File: src/rtl/mem_arbiter_pkg.sv
// Shared types for the RAM arbiter: load/store access sizes, arbiter state
// and response-owner encodings.
package LOAD_STORE_FNS;

  typedef enum logic [2:0] {
    BYTE   = 3'b000,
    HALF   = 3'b001,
    WORD   = 3'b010,
    BYTE_U = 3'b100,
    HALF_U = 3'b101
  } funct3_t;

endpackage

package MEM_ARB_PKG;

  typedef enum logic [0:0] {
    BOOT = 1'b0,
    RUN  = 1'b1
  } arb_state_t;

  typedef enum logic [1:0] {
    OWN_NONE = 2'b00,
    OWN_IF   = 2'b01,
    OWN_LS   = 2'b10
  } rsp_owner_t;

endpackage

File: src/rtl/mem_arbiter_starve_counter.sv
// starve_counter: saturating counter with synchronous clear and an at-max flag,
// used to bound how long instruction fetch can lose arbitration.
module starve_counter #(
  parameter int MAX = 4
) (
  input  logic clk,
  input  logic rst,
  input  logic clr,
  input  logic inc,
  output logic at_max
);

  localparam int CW = (MAX < 1) ? 1 : $clog2(MAX + 1);

  logic [CW-1:0] count;

  // Clear wins over increment; holds once MAX is reached.
  always_ff @(posedge clk or negedge rst) begin
    if (!rst) begin
      count <= '0;
    end else if (clr) begin
      count <= '0;
    end else if (inc && (count != CW'(MAX))) begin
      count <= count + CW'(1);
    end else begin
      count <= count;
    end
  end

  assign at_max = (count == CW'(MAX));

endmodule

File: src/rtl/mem_arbiter.sv
// mem_arbiter: boot-loader, fetch and load/store sharing of the single-port RAM.
// Define MEM_ARBITER_FAIRNESS_EN to let a starved fetch override load/store priority.
module mem_arbiter
  import MEM_ARB_PKG::*;
  import LOAD_STORE_FNS::*;
#(
  parameter int WIDTH      = 32,
  parameter int ADDR_BITS  = 11,
  parameter int STARVE_MAX = 4
) (
  input  logic                 clk,
  input  logic                 rst,
  input  logic                 boot_valid,
  output logic                 boot_ready,
  input  logic [ADDR_BITS-1:0] boot_addr,
  input  logic [WIDTH-1:0]     boot_data,
  input  logic                 boot_done,
  input  logic                 if_req_valid,
  output logic                 if_req_ready,
  input  logic [WIDTH-1:0]     if_addr,
  output logic                 if_rsp_valid,
  output logic [WIDTH-1:0]     if_rsp_data,
  input  logic                 ls_req_valid,
  output logic                 ls_req_ready,
  input  logic [WIDTH-1:0]     ls_addr,
  input  logic                 ls_wren,
  input  logic [WIDTH-1:0]     ls_wr_data,
  input  funct3_t              ls_funct3,
  output logic                 ls_rsp_valid,
  output logic [WIDTH-1:0]     ls_rsp_data,
  output logic [ADDR_BITS-1:0] mem_addr,
  output logic                 mem_wren,
  output logic [WIDTH-1:0]     mem_wr_data,
  output funct3_t              mem_funct3,
  input  logic [WIDTH-1:0]     mem_rd_data
);

  arb_state_t state;
  rsp_owner_t owner;
  logic       boot_acc;
  logic       if_acc;
  logic       ls_acc;
  logic       if_force;
  logic       if_win;
  logic       ls_win;
  logic       unused_addr_bits;

  // Byte-offset and out-of-range address bits are intentionally ignored.
  assign unused_addr_bits = ^{if_addr[WIDTH-1:ADDR_BITS+2], if_addr[1:0],
                              ls_addr[WIDTH-1:ADDR_BITS+2], ls_addr[1:0]};

`ifdef MEM_ARBITER_FAIRNESS_EN
  logic starve_clr;
  logic starve_inc;

  assign starve_clr = !if_req_valid || if_acc;
  assign starve_inc = (state == RUN) && if_req_valid && !if_acc;

  starve_counter #(
    .MAX (STARVE_MAX)
  ) u_starve_counter (
    .clk    (clk),
    .rst    (rst),
    .clr    (starve_clr),
    .inc    (starve_inc),
    .at_max (if_force)
  );
`else
  assign if_force = 1'b0;
`endif

  assign ls_win = ls_req_valid && !(if_force && if_req_valid);
  assign if_win = if_req_valid && (!ls_req_valid || if_force);

  // Ready generation; everything is held off while reset is asserted.
  always_comb begin
    boot_ready   = 1'b0;
    if_req_ready = 1'b0;
    ls_req_ready = 1'b0;
    if (!rst) begin
      boot_ready = 1'b0;
    end else if (state == BOOT) begin
      boot_ready = 1'b1;
    end else if (ls_win) begin
      ls_req_ready = 1'b1;
    end else if (if_win) begin
      if_req_ready = 1'b1;
    end else begin
      ls_req_ready = 1'b0;
    end
  end

  assign boot_acc = boot_valid && boot_ready;
  assign ls_acc   = ls_req_valid && ls_req_ready;
  assign if_acc   = if_req_valid && if_req_ready;

  // RAM port mux driven by whichever requester was accepted this cycle.
  always_comb begin
    mem_addr    = '0;
    mem_wren    = 1'b0;
    mem_wr_data = '0;
    mem_funct3  = WORD;
    if (boot_acc) begin
      mem_addr    = boot_addr;
      mem_wren    = 1'b1;
      mem_wr_data = boot_data;
    end else if (ls_acc) begin
      mem_addr    = ls_addr[ADDR_BITS+1:2];
      mem_wren    = ls_wren;
      mem_wr_data = ls_wr_data;
      mem_funct3  = ls_funct3;
    end else if (if_acc) begin
      mem_addr    = if_addr[ADDR_BITS+1:2];
    end else begin
      mem_wren    = 1'b0;
    end
  end

  // BOOT -> RUN once the loader signals completion; RUN holds until reset.
  always_ff @(posedge clk or negedge rst) begin
    if (!rst) begin
      state <= BOOT;
    end else if ((state == BOOT) && boot_done) begin
      state <= RUN;
    end else begin
      state <= state;
    end
  end

  // Remembers who owns next cycle's RAM read data; stores and boot writes own nothing.
  always_ff @(posedge clk or negedge rst) begin
    if (!rst) begin
      owner <= OWN_NONE;
    end else if (if_acc) begin
      owner <= OWN_IF;
    end else if (ls_acc && !ls_wren) begin
      owner <= OWN_LS;
    end else begin
      owner <= OWN_NONE;
    end
  end

  assign if_rsp_valid = (owner == OWN_IF);
  assign ls_rsp_valid = (owner == OWN_LS);
  assign if_rsp_data  = if_rsp_valid ? mem_rd_data : '0;
  assign ls_rsp_data  = ls_rsp_valid ? mem_rd_data : '0;

endmodule

File: config.mk
export PLATFORM = sky130hd
export DESIGN_NAME = mem_arbiter
export DESIGN_NICKNAME = d
export VERILOG_FILES = /design/src/rtl/mem_arbiter_pkg.sv /design/src/rtl/mem_arbiter_starve_counter.sv /design/src/rtl/mem_arbiter.sv
export SDC_FILE = /design/constraint.sdc
export NUM_CORES = 1
export LEC_CHECK = 0
export ABC_AREA = 1
export CORE_AREA = 2 2 115 117
export CTS_CLUSTER_DIAMETER = 150
export DETAILED_ROUTE_END_ITERATION = 6
export DIE_AREA = 0 0 117 119
export GPL_ROUTABILITY_DRIVEN = 1
export PLACE_DENSITY = 0.6
export SYNTH_ARGS = -nofsm -noshare
export SYNTH_HDL_FRONTEND = slang
export SYNTH_HIERARCHICAL = 1
export SYNTH_SLANG_ARGS = --single-unit
File: constraint.sdc
create_clock -name clk -period 1.49 [get_ports clk]
set_input_delay 0.298 -clock clk [delete_from_list [all_inputs] [get_ports clk]]
set_output_delay 0.298 -clock clk [all_outputs]
set_load 0.02 [all_outputs]
== After elaboration in Yosys (flattened, before gate mapping) ==
Index checks and enable logic that the tools add are counted.
Storage, ports and cells
  register bits after elaboration: 3
  bits in latches: 0
  memory bits (writable): 0
  bits in read-only memories: 0
  output and inout port bits: 116
  word-level logic and storage cells: 35
  memories: 0
Cells by class
  $add $sub $neg: 0
  $mul: 0
  divide/modulo/power cells: 0
  $lt $le $gt $ge: 0
  equality and inequality tests: 2
  shift operators: 0
  multiplexer cells: 22
  bitwise gates (word level): 1
  reduce and logical (&&, ||, !) cells: 8
Operators by type and width (count)
  $mux W32: 4
  $mux W11: 3
  $mux W1: 11
  $logic_and A1 B1 Y1: 6
  $mux W3: 2
  $mux W2: 2
  $eq A2 B1 Y1 const B: 1
  $eq A2 B2 Y1 const B: 1
  $logic_not A1 Y1: 2
  $not A1 Y1: 1

== Depth between registers and ports, before layout ==
Gate-level depths: netlist (run 1).
  depth after elaboration: 10
  mapped depth: 5
  mapped depth without buffers: 4

== Least setup slack after synthesis (run 1) ==
No wires, ideal clock.
  kind: register to output
  start: register owner[1]
  end: output if_rsp_data[22]
  arrival time: 1224 ps
  data required time: 1192 ps
  slack: -32 ps
  stages on the path, launching flop included: 5
  path buffers: 2
  cells stage by stage: dfrtp_1 > or2_2 > clkbuf_1 > buf_2 > nor2_1
Between the ends
  cells in the longest elaborated chain, start to end: 2
RTL lines
  start: declaration: RTL line mem_arbiter.sv:39  | rsp_owner_t owner;
  start signal: assignment: RTL line mem_arbiter.sv:133  | owner <= OWN_NONE;
  start signal: assignment: RTL line mem_arbiter.sv:135  | owner <= OWN_IF;
  start signal: assignment: RTL line mem_arbiter.sv:137  | owner <= OWN_LS;
  $eq A2 B1 Y1: RTL line mem_arbiter.sv:143  | assign if_rsp_valid = (owner == OWN_IF);
  $mux W32: RTL line mem_arbiter.sv:145  | assign if_rsp_data = if_rsp_valid ? mem_rd_data : '0;
  end: declaration: RTL line mem_arbiter.sv:22  | output logic [WIDTH-1:0] if_rsp_data,
No other way between the ends.

== Worst setup path in the final report (run 1) ==
  start: register state
  end: output mem_addr[7]
Between the ends
  cells in the longest elaborated chain, start to end: 6
  elaborated cells on any way between the ends: 12
  classes of those cells: 9 x mux; 3 x reduce/logical
RTL lines
  start: declaration: RTL line mem_arbiter.sv:38  | arb_state_t state;
  start signal: assignment: RTL line mem_arbiter.sv:126  | state <= state;
  $mux W1: RTL line mem_arbiter.sv:82  | end else if (state == BOOT) begin
  $mux W1: RTL line mem_arbiter.sv:80  | if (!rst) begin
  $logic_and A1 B1 Y1: RTL line mem_arbiter.sv:95  | assign if_acc = if_req_valid && if_req_ready;
  $mux W11: RTL line mem_arbiter.sv:112  | end else if (if_acc) begin
  $mux W11: RTL line mem_arbiter.sv:107  | end else if (ls_acc) begin
  $mux W11 (*): RTL line mem_arbiter.sv:103  | if (boot_acc) begin
  end: declaration: RTL line mem_arbiter.sv:31  | output logic [ADDR_BITS-1:0] mem_addr,
Every way passes the cells marked *; elsewhere a longest branch is shown, timed or not.

==> results of run 1 <==
==> worst max-delay path by stage <==
| stage | start | end | slack, ns | cells after the start |
|---|---|---|---|---|
| 2_1_floorplan | owner[1] | if_rsp_data[22] | -0.03 | 4 |
| 3_3_place_gp | rst | mem_wr_data[3] | -0.89 | 7 |
| 3_5_place_dp | rst | mem_addr[4] | -0.89 | 7 |
| 4_1_cts | state | mem_wr_data[0] | -0.31 | 8 |
| 5_1_grt | state | mem_addr[7] | -0.31 | 7 |
| 6_report | state | mem_addr[7] | -0.26 | 7 |
==> state kept, by name (all words and copies together) (netlist names) <==
name and flops:
owner 2, state 1
==> kinds of logic (layout without fill, tap and decap cells) <==
kind of cell	count (synthesis)	count (layout)
buffers and inverters	66	369
and+or+nand+nor	220	220
DFF	3	3
==> cell usage in the layout (no fill, tap or decap), types with 2 or more instances in the layout <==
master / Yosys / routed
buf_8: 0 / 3
nand3_1: 54 / 17
inv_2: 1 / 4
buf_12: 0 / 13
nand4_1: 13 / 13
buf_6: 1 / 138
nand2_4: 1 / 23
dfrtp_1: 3 / 2
clkbuf_16: 0 / 10
dlygate4sd2_1: 0 / 3
clkdlybuf4s50_1: 0 / 134
nand2_1: 77 / 15
nand3_2: 0 / 33
nor2_4: 1 / 68
nand2_2: 0 / 39
inv_1: 42 / 36
nand3_4: 0 / 4
buf_16: 0 / 4
buf_4: 4 / 18
==> cell usage after synthesis <==
library cell  count  area [sq um]
or2_2             2          12.5
nand3_1          54           270
or2_1             1          6.26
buf_1             3          11.3
nand2_4           1          11.3
nand2_1          77           289
nor3_1            2          10.0
buf_4             4          30.0
buf_2             7          35.0
nor2_4            1          11.3
nor2_8            1          20.0
clkbuf_1          8          30.0
buf_6             1          11.3
inv_2             1          3.75
nand4_1          13          81.3
inv_1            42           158
dfrtp_1           3          75.1
nor2_1           68           255
==> layer usage <==
metal / vias to the layer above / track usage / share of wire
li1: 1501 / - / -
met1: 1452 / 0.131 / 0.34
met2: 175 / 0.259 / 0.54
met3: 22 / 0.0458 / 0.094
met4: 0 / 0.0353 / 0.031
met5: - / 0 / 0
==> layout make-up <==
class | count | share of cell area
clock buffer | 4 | 0.0127
inverter | 43 | 0.0285
multi-input combinational | 220 | 0.320
sequential | 3 | 0.0123
tap | 176 | 0.0356
timing repair buffer | 322 | 0.591
==> power by group through the flow <==
stage / sequential [mW] / combinational, mW / clock [mW]
floorplan: 0.0856 / 0.316 / 0
global placement: 0.0858 / 0.972 / 0
detailed placement: 0.0857 / 0.980 / 0
CTS: 0.0849 / 1.19 / 0.435
global route: 0.0854 / 1.46 / 0.450
finish: 0.0851 / 1.39 / 0.429
==> per-stage QoR <==
step | hold slack [ns] | cell area (sq um) | worst slack, ns
6_report | 0.0254 | 6190 | -0.262
5_1_grt | 0.0300 | 6190 | -0.305
4_1_cts | 0.206 | 5070 | -0.311
3_5_place_dp | 0.704 | 4220 | -0.889
3_3_place_gp | 0.712 | 4220 | -0.895
2_1_floorplan | 0.00241 | 1320 | -0.0317
==> worst register-to-register path, stage by stage (launching register included) <==
cell and delay [ns]:
dfrtp_2 0.43, nand2_4 0.09, nor2_8 0.16, buf_12 0.15, inv_8 0.04, buf_4 0.11, nor2_1 0.16
==> repair_timing <==
item	in CTS	in global routing
endpoints found under the setup margin	117	115
gates cloned	9	8
gates resized for setup	760	268
pin swaps	36	35
setup buffers	28	9
==> results_dict.tcl, run 1 <==
set metrics [dict create \
    status "complete, but fails checks" \
    violations "negative setup slack" \
    rsz0062_at_grt "true" \
    crit_family "buffers and inverters" \
    grt_pass1_vias 2997 \
    synthesis.nets 470 \
    switchingPower_mw 0.713 \
    finalSetupViolCount 110 \
    hpwl_um 7100 \
    numClockSinks 3 \
    tns_ns -15.24 \
    fin_util 0.481 \
    p_leak_nw 2.82 \
    drt-initial-drc-count 83 \
    max_freq_mhz 571 \
    synth_xor_area_frac 0 \
    switching_share 0.375 \
    die_height_um 119 \
    p_comb_frac 0.730 \
    antenna_found_initial 0 \
    end_kind "output pin" \
    finish.net_count 774 \
    overflow 0 \
    floorplan.initialDensity 0.103 \
    synthSimpleGateAreaFrac 0.732 \
    total_power_mw 1.90 \
    core_sq_um 12900 \
    cp.arrival_ns 1.45 \
    r2r_start "state" \
    viasPerCell 4.10 \
    clk_pin_slew_ns 0.03 \
    clockPowerShare 0.226 \
    drc 0 \
    r2r_slack_ns 0.26 \
    dpl.cell_count 717 \
    ys_seq_area_frac 0.0568 \
    fp-row-count 42 \
    via_count 3150 \
    synth_compound_area_frac 0 \
    report.final.slew_viol_count 0 \
    dieArea_sq_um 13900 \
    grt_first_pass_wirelength_um 14500 \
    hold_class "in2async" \
    rr_worst_depth 6 \
    totalWireLength_um 12300 \
    grt_max_degree 34 \
    ys.warnings.count 6 \
    io_buffers 254 \
    cts.htree.levels 1 \
    drtAntennaViolNets 0 \
    die_w_um 117 \
    grt_usage 0.134 \
    crit_top_cell "buf_6" \
    worst_ir_drop_vdd_uv 242 \
    wire_per_inst_um 16.1 \
    netlist_area_sq_um 1320 \
    path_cells "buf_4 -> buf_6 -> inv_6 -> buf_12 -> nand4_1 -> nand3_2 -> buf_6" \
    synth_top_family_by_area "simple AND/OR/NAND/NOR gates" \
    worstMarginPinSlew_ns 0.222 \
    crit_slowest_cell "dfrtp_2" \
    critical_path.max_stage_delay_ns 0.45 \
    multi_input_comb_area_sq_um 1980 \
    synth_seq_cells 3 \
    slew_headroom 0.852 \
    hold_viol_final 0 \
    ios 297 \
    pwr-share-seq 0.045 \
    cts_max_path_buffers 2 \
    finalClockSkew_ns 0.000241 \
    start_kind "flop" \
    path_buf_inv 5 \
    p_int_mw 1.19 \
    synth_cell_types 18 \
    cts-root-buf "clkbuf_16" \
    synth_cells 289 \
    rr_endpoint "owner[1]" \
    area_delta_synth_final_pct 368 \
    hold_buffers 0 \
    power.density_nw_per_um2 307 \
    layout_min_cycle_time_ns 1.75 \
    gp_congestion 0.813 \
    n_antenna_cell 0 \
    fillers 1132 \
    numCtsBuffers 3 \
    clk_latency_ns 0.22 \
    cts_tree "built" \
    path_class "reg2out" \
    synthMuxAreaShare 0 \
    period_share 1.18 \
    drive_gt1_frac 0.622 \
    instances_no_fill 768 \
    avgSynthCellArea_sq_um 4.57 \
    synthAdderAreaFrac 0 \
    dr.pass1.iters 4 \
    crit_fanout 6 \
    seq_area_sq_um 76.3 \
    final.setup.worst_slack_ns -0.262 \
    required_ns 1.19 \
    max_cap_violations 0 \
]
(Power assumes the default switching activity.)
==> run 2, diff against run 1 <==
--- a/config.mk
+++ b/config.mk
@@ -14,5 +14,4 @@
 export PLACE_DENSITY = 0.6
 export SYNTH_ARGS = -nofsm -noshare
 export SYNTH_HDL_FRONTEND = slang
-export SYNTH_HIERARCHICAL = 1
 export SYNTH_SLANG_ARGS = --single-unit
==> constraint.sdc (replaced) <==
create_clock -name clk -period 1.9 [get_ports clk]
set_input_delay 0.38 -clock clk [delete_from_list [all_inputs] [get_ports clk]]
set_output_delay 0.38 -clock clk [all_outputs]
set_load 0.02 [all_outputs]
==> results_dict.tcl, run 2 <==
set metrics [dict create \
    status "finished, final reports clean" \
    synth_seq_cells 3 \
    totalWireLength_um 9370 \
    grt_pass1_vias 2800 \
    hold_class "in2async" \
    overflow 0 \
    viasPerCell 3.97 \
    dr.pass1.iters 5 \
    period_share 0.986 \
    dpl.cell_count 717 \
    worst_ir_drop_vdd_uv 181 \
    cp.arrival_ns 1.49 \
    grt_max_degree 34 \
    layout_common_cells "clkdlybuf4s50_1 (134), nand2_1 (73), nor2_1 (67), nand3_1 (47), buf_4 (44)" \
    avgSynthCellArea_sq_um 4.57 \
    layout_min_cycle_time_ns 1.87 \
    synthesis.nets 470 \
    synthTopCellsByCount "nand2_1 (77), nor2_1 (68), nand3_1 (54)" \
    hold_viol_final 0 \
    ys_seq_area_frac 0.0568 \
    final.setup.worst_slack_ns 0.0266 \
    power.density_nw_per_um2 270 \
    ys.flop_type "dfrtp_1" \
    clk_latency_ns 0.22 \
    finalClockSkew_ns 0.000137 \
    gp_congestion 0.813 \
    netlist_area_sq_um 1320 \
    synth_cell_types 18 \
    ios 297 \
    via_count 2933 \
    path_cells "buf_4 -> nand2_4 -> nor2_8 -> buf_4 -> buf_16 -> nand2_1 -> nand3_1 -> buf_4" \
    grt_first_pass_wirelength_um 13000 \
    synth_edf_count 0 \
    numClockSinks 3 \
    fp-row-count 42 \
    hold_buffers 0 \
    reg_top3 "owner (2), state (1)" \
    cts.htree.levels 1 \
    cts-root-buf "clkbuf_16" \
    die_w_um 117 \
    finish.net_count 745 \
    clk_pin_slew_ns 0.03 \
    path_class "reg2out" \
    numCtsBuffers 3 \
    grt_usage 0.119 \
    floorplan.initialDensity 0.103 \
    area_delta_synth_final_pct 229 \
    synth.top_cell.area_share 0.219 \
    max_freq_mhz 534 \
    slew_headroom 0.842 \
    antenna_found_initial 0 \
    crit_fanout 6 \
    cts_max_path_buffers 2 \
    crit_top_cell "buf_4" \
    end_kind "output pin" \
    p_leak_nw 2.40 \
    drtAntennaViolNets 0 \
    hpwl_um 7100 \
    ys.warnings.count 0 \
    synth_cells 289 \
    core_sq_um 12900 \
    report.final.slew_viol_count 0 \
    cts_tree "built" \
    fillers 1405 \
    synth_area_leaders "nand2_1 (22%), nand3_1 (20%), nor2_1 (19%)" \
    synthMostInstantiatedCell "nand2_1" \
    total_power_mw 1.17 \
    instances_no_fill 739 \
    top_register "owner" \
    drt-initial-drc-count 84 \
    finalSetupViolCount 0 \
    crit_slowest_cell "dfrtp_2" \
    fin_util 0.338 \
    start_kind "flop" \
    ys_async_sr_fraction 1.00 \
    wire_per_inst_um 12.7 \
    rsz0062_at_grt "true" \
    yosys.area.top_type "nand2_1" \
    io_buffers 254 \
    hold_ws_ns 0.196 \
    mostFrequentLayoutCell "clkdlybuf4s50_1" \
    die_height_um 119 \
    required_ns 1.52 \
    critical_path.max_stage_delay_ns 0.41 \
    max_cap_violations 0 \
    drive_gt1_frac 0.252 \
    dp_slack_ns -0.642 \
    largest_reg_flops 2 \
    drc 0 \
    dieArea_sq_um 13900 \
    n_antenna_cell 0 \
    worstMarginPinSlew_ns 0.237 \
]
-- run 2: cell counts after synthesis --
Identical to the previous run, type by type.
-- run 2: worst max-delay path: cells and delay by family (launching register included) --
family	cells	cell delay [ns]
and+or+nand+nor	4	0.27
buffers and inverters	4	0.58
DFF	1	0.41
-- run 2: kinds of logic (layout without fill, tap and decap cells) --
family	after synthesis	in the layout	share of synthesized area
AND/OR/NAND/NOR	220	220	0.732
buffers and inverters	66	340	0.211
flip-flops	3	3	0.0568
-- run 2: cell type report --
class / count / area [sq um] / share of cell area
multi-input combinational: 220 / 1020 / 0.235
tap: 176 / 220 / 0.0507
timing repair buffer: 293 / 2790 / 0.642
sequential: 3 / 76.3 / 0.0176
inverter: 43 / 161 / 0.0371
clock buffer: 4 / 78.8 / 0.0181
-- run 2: layer usage --
| layer | part of all wire | vias to the layer above | track usage |
|---|---|---|---|
| met2 | 0.51 | 174 | 0.234 |
| met1 | 0.36 | 1305 | 0.116 |
| met5 | 0 | - | 0 |
| met4 | 0.021 | 0 | 0.0338 |
| li1 | - | 1437 | - |
| met3 | 0.10 | 17 | 0.0366 |
-- run 2: where the power goes --
group	total [mW]	internal, mW	switching (mW)
Clock	0.335	0.277	0.0577
Sequential	0.0665	0.0660	0.000535
Combinational	0.772	0.442	0.330
Total	1.17	0.785	0.388
-- run 2: repair_timing --
action | 4_1_cts | 5_1_grt
resized for setup | 303 | 100
setup endpoints to repair | 116 | 77
buffers inserted | 8 | 3
pin swaps | 2 | 5
cloned | 7 | 0
-- run 2: final timing paths --
check	from	endpoint	slack, ns	cells past startpoint
hold reg to reg	state	state	0.72	3
max in group asynchronous	rst	owner[0]	1.49	2
setup / recovery	state	mem_addr[5]	0.03	8
hold / removal	rst	owner[1]	0.20	2
setup reg to reg	state	owner[1]	0.65	7
min in group clk	if_req_valid	owner[0]	0.55	4
-- run 2: metrics by stage --
stage               area (sq um)  setup TNS [ns]
finish                      4350               0
global route                4350          -0.290
CTS                         4310         -0.0938
detailed placement          4220          -34.24
global placement            4220          -33.82
floorplan                   1320               0
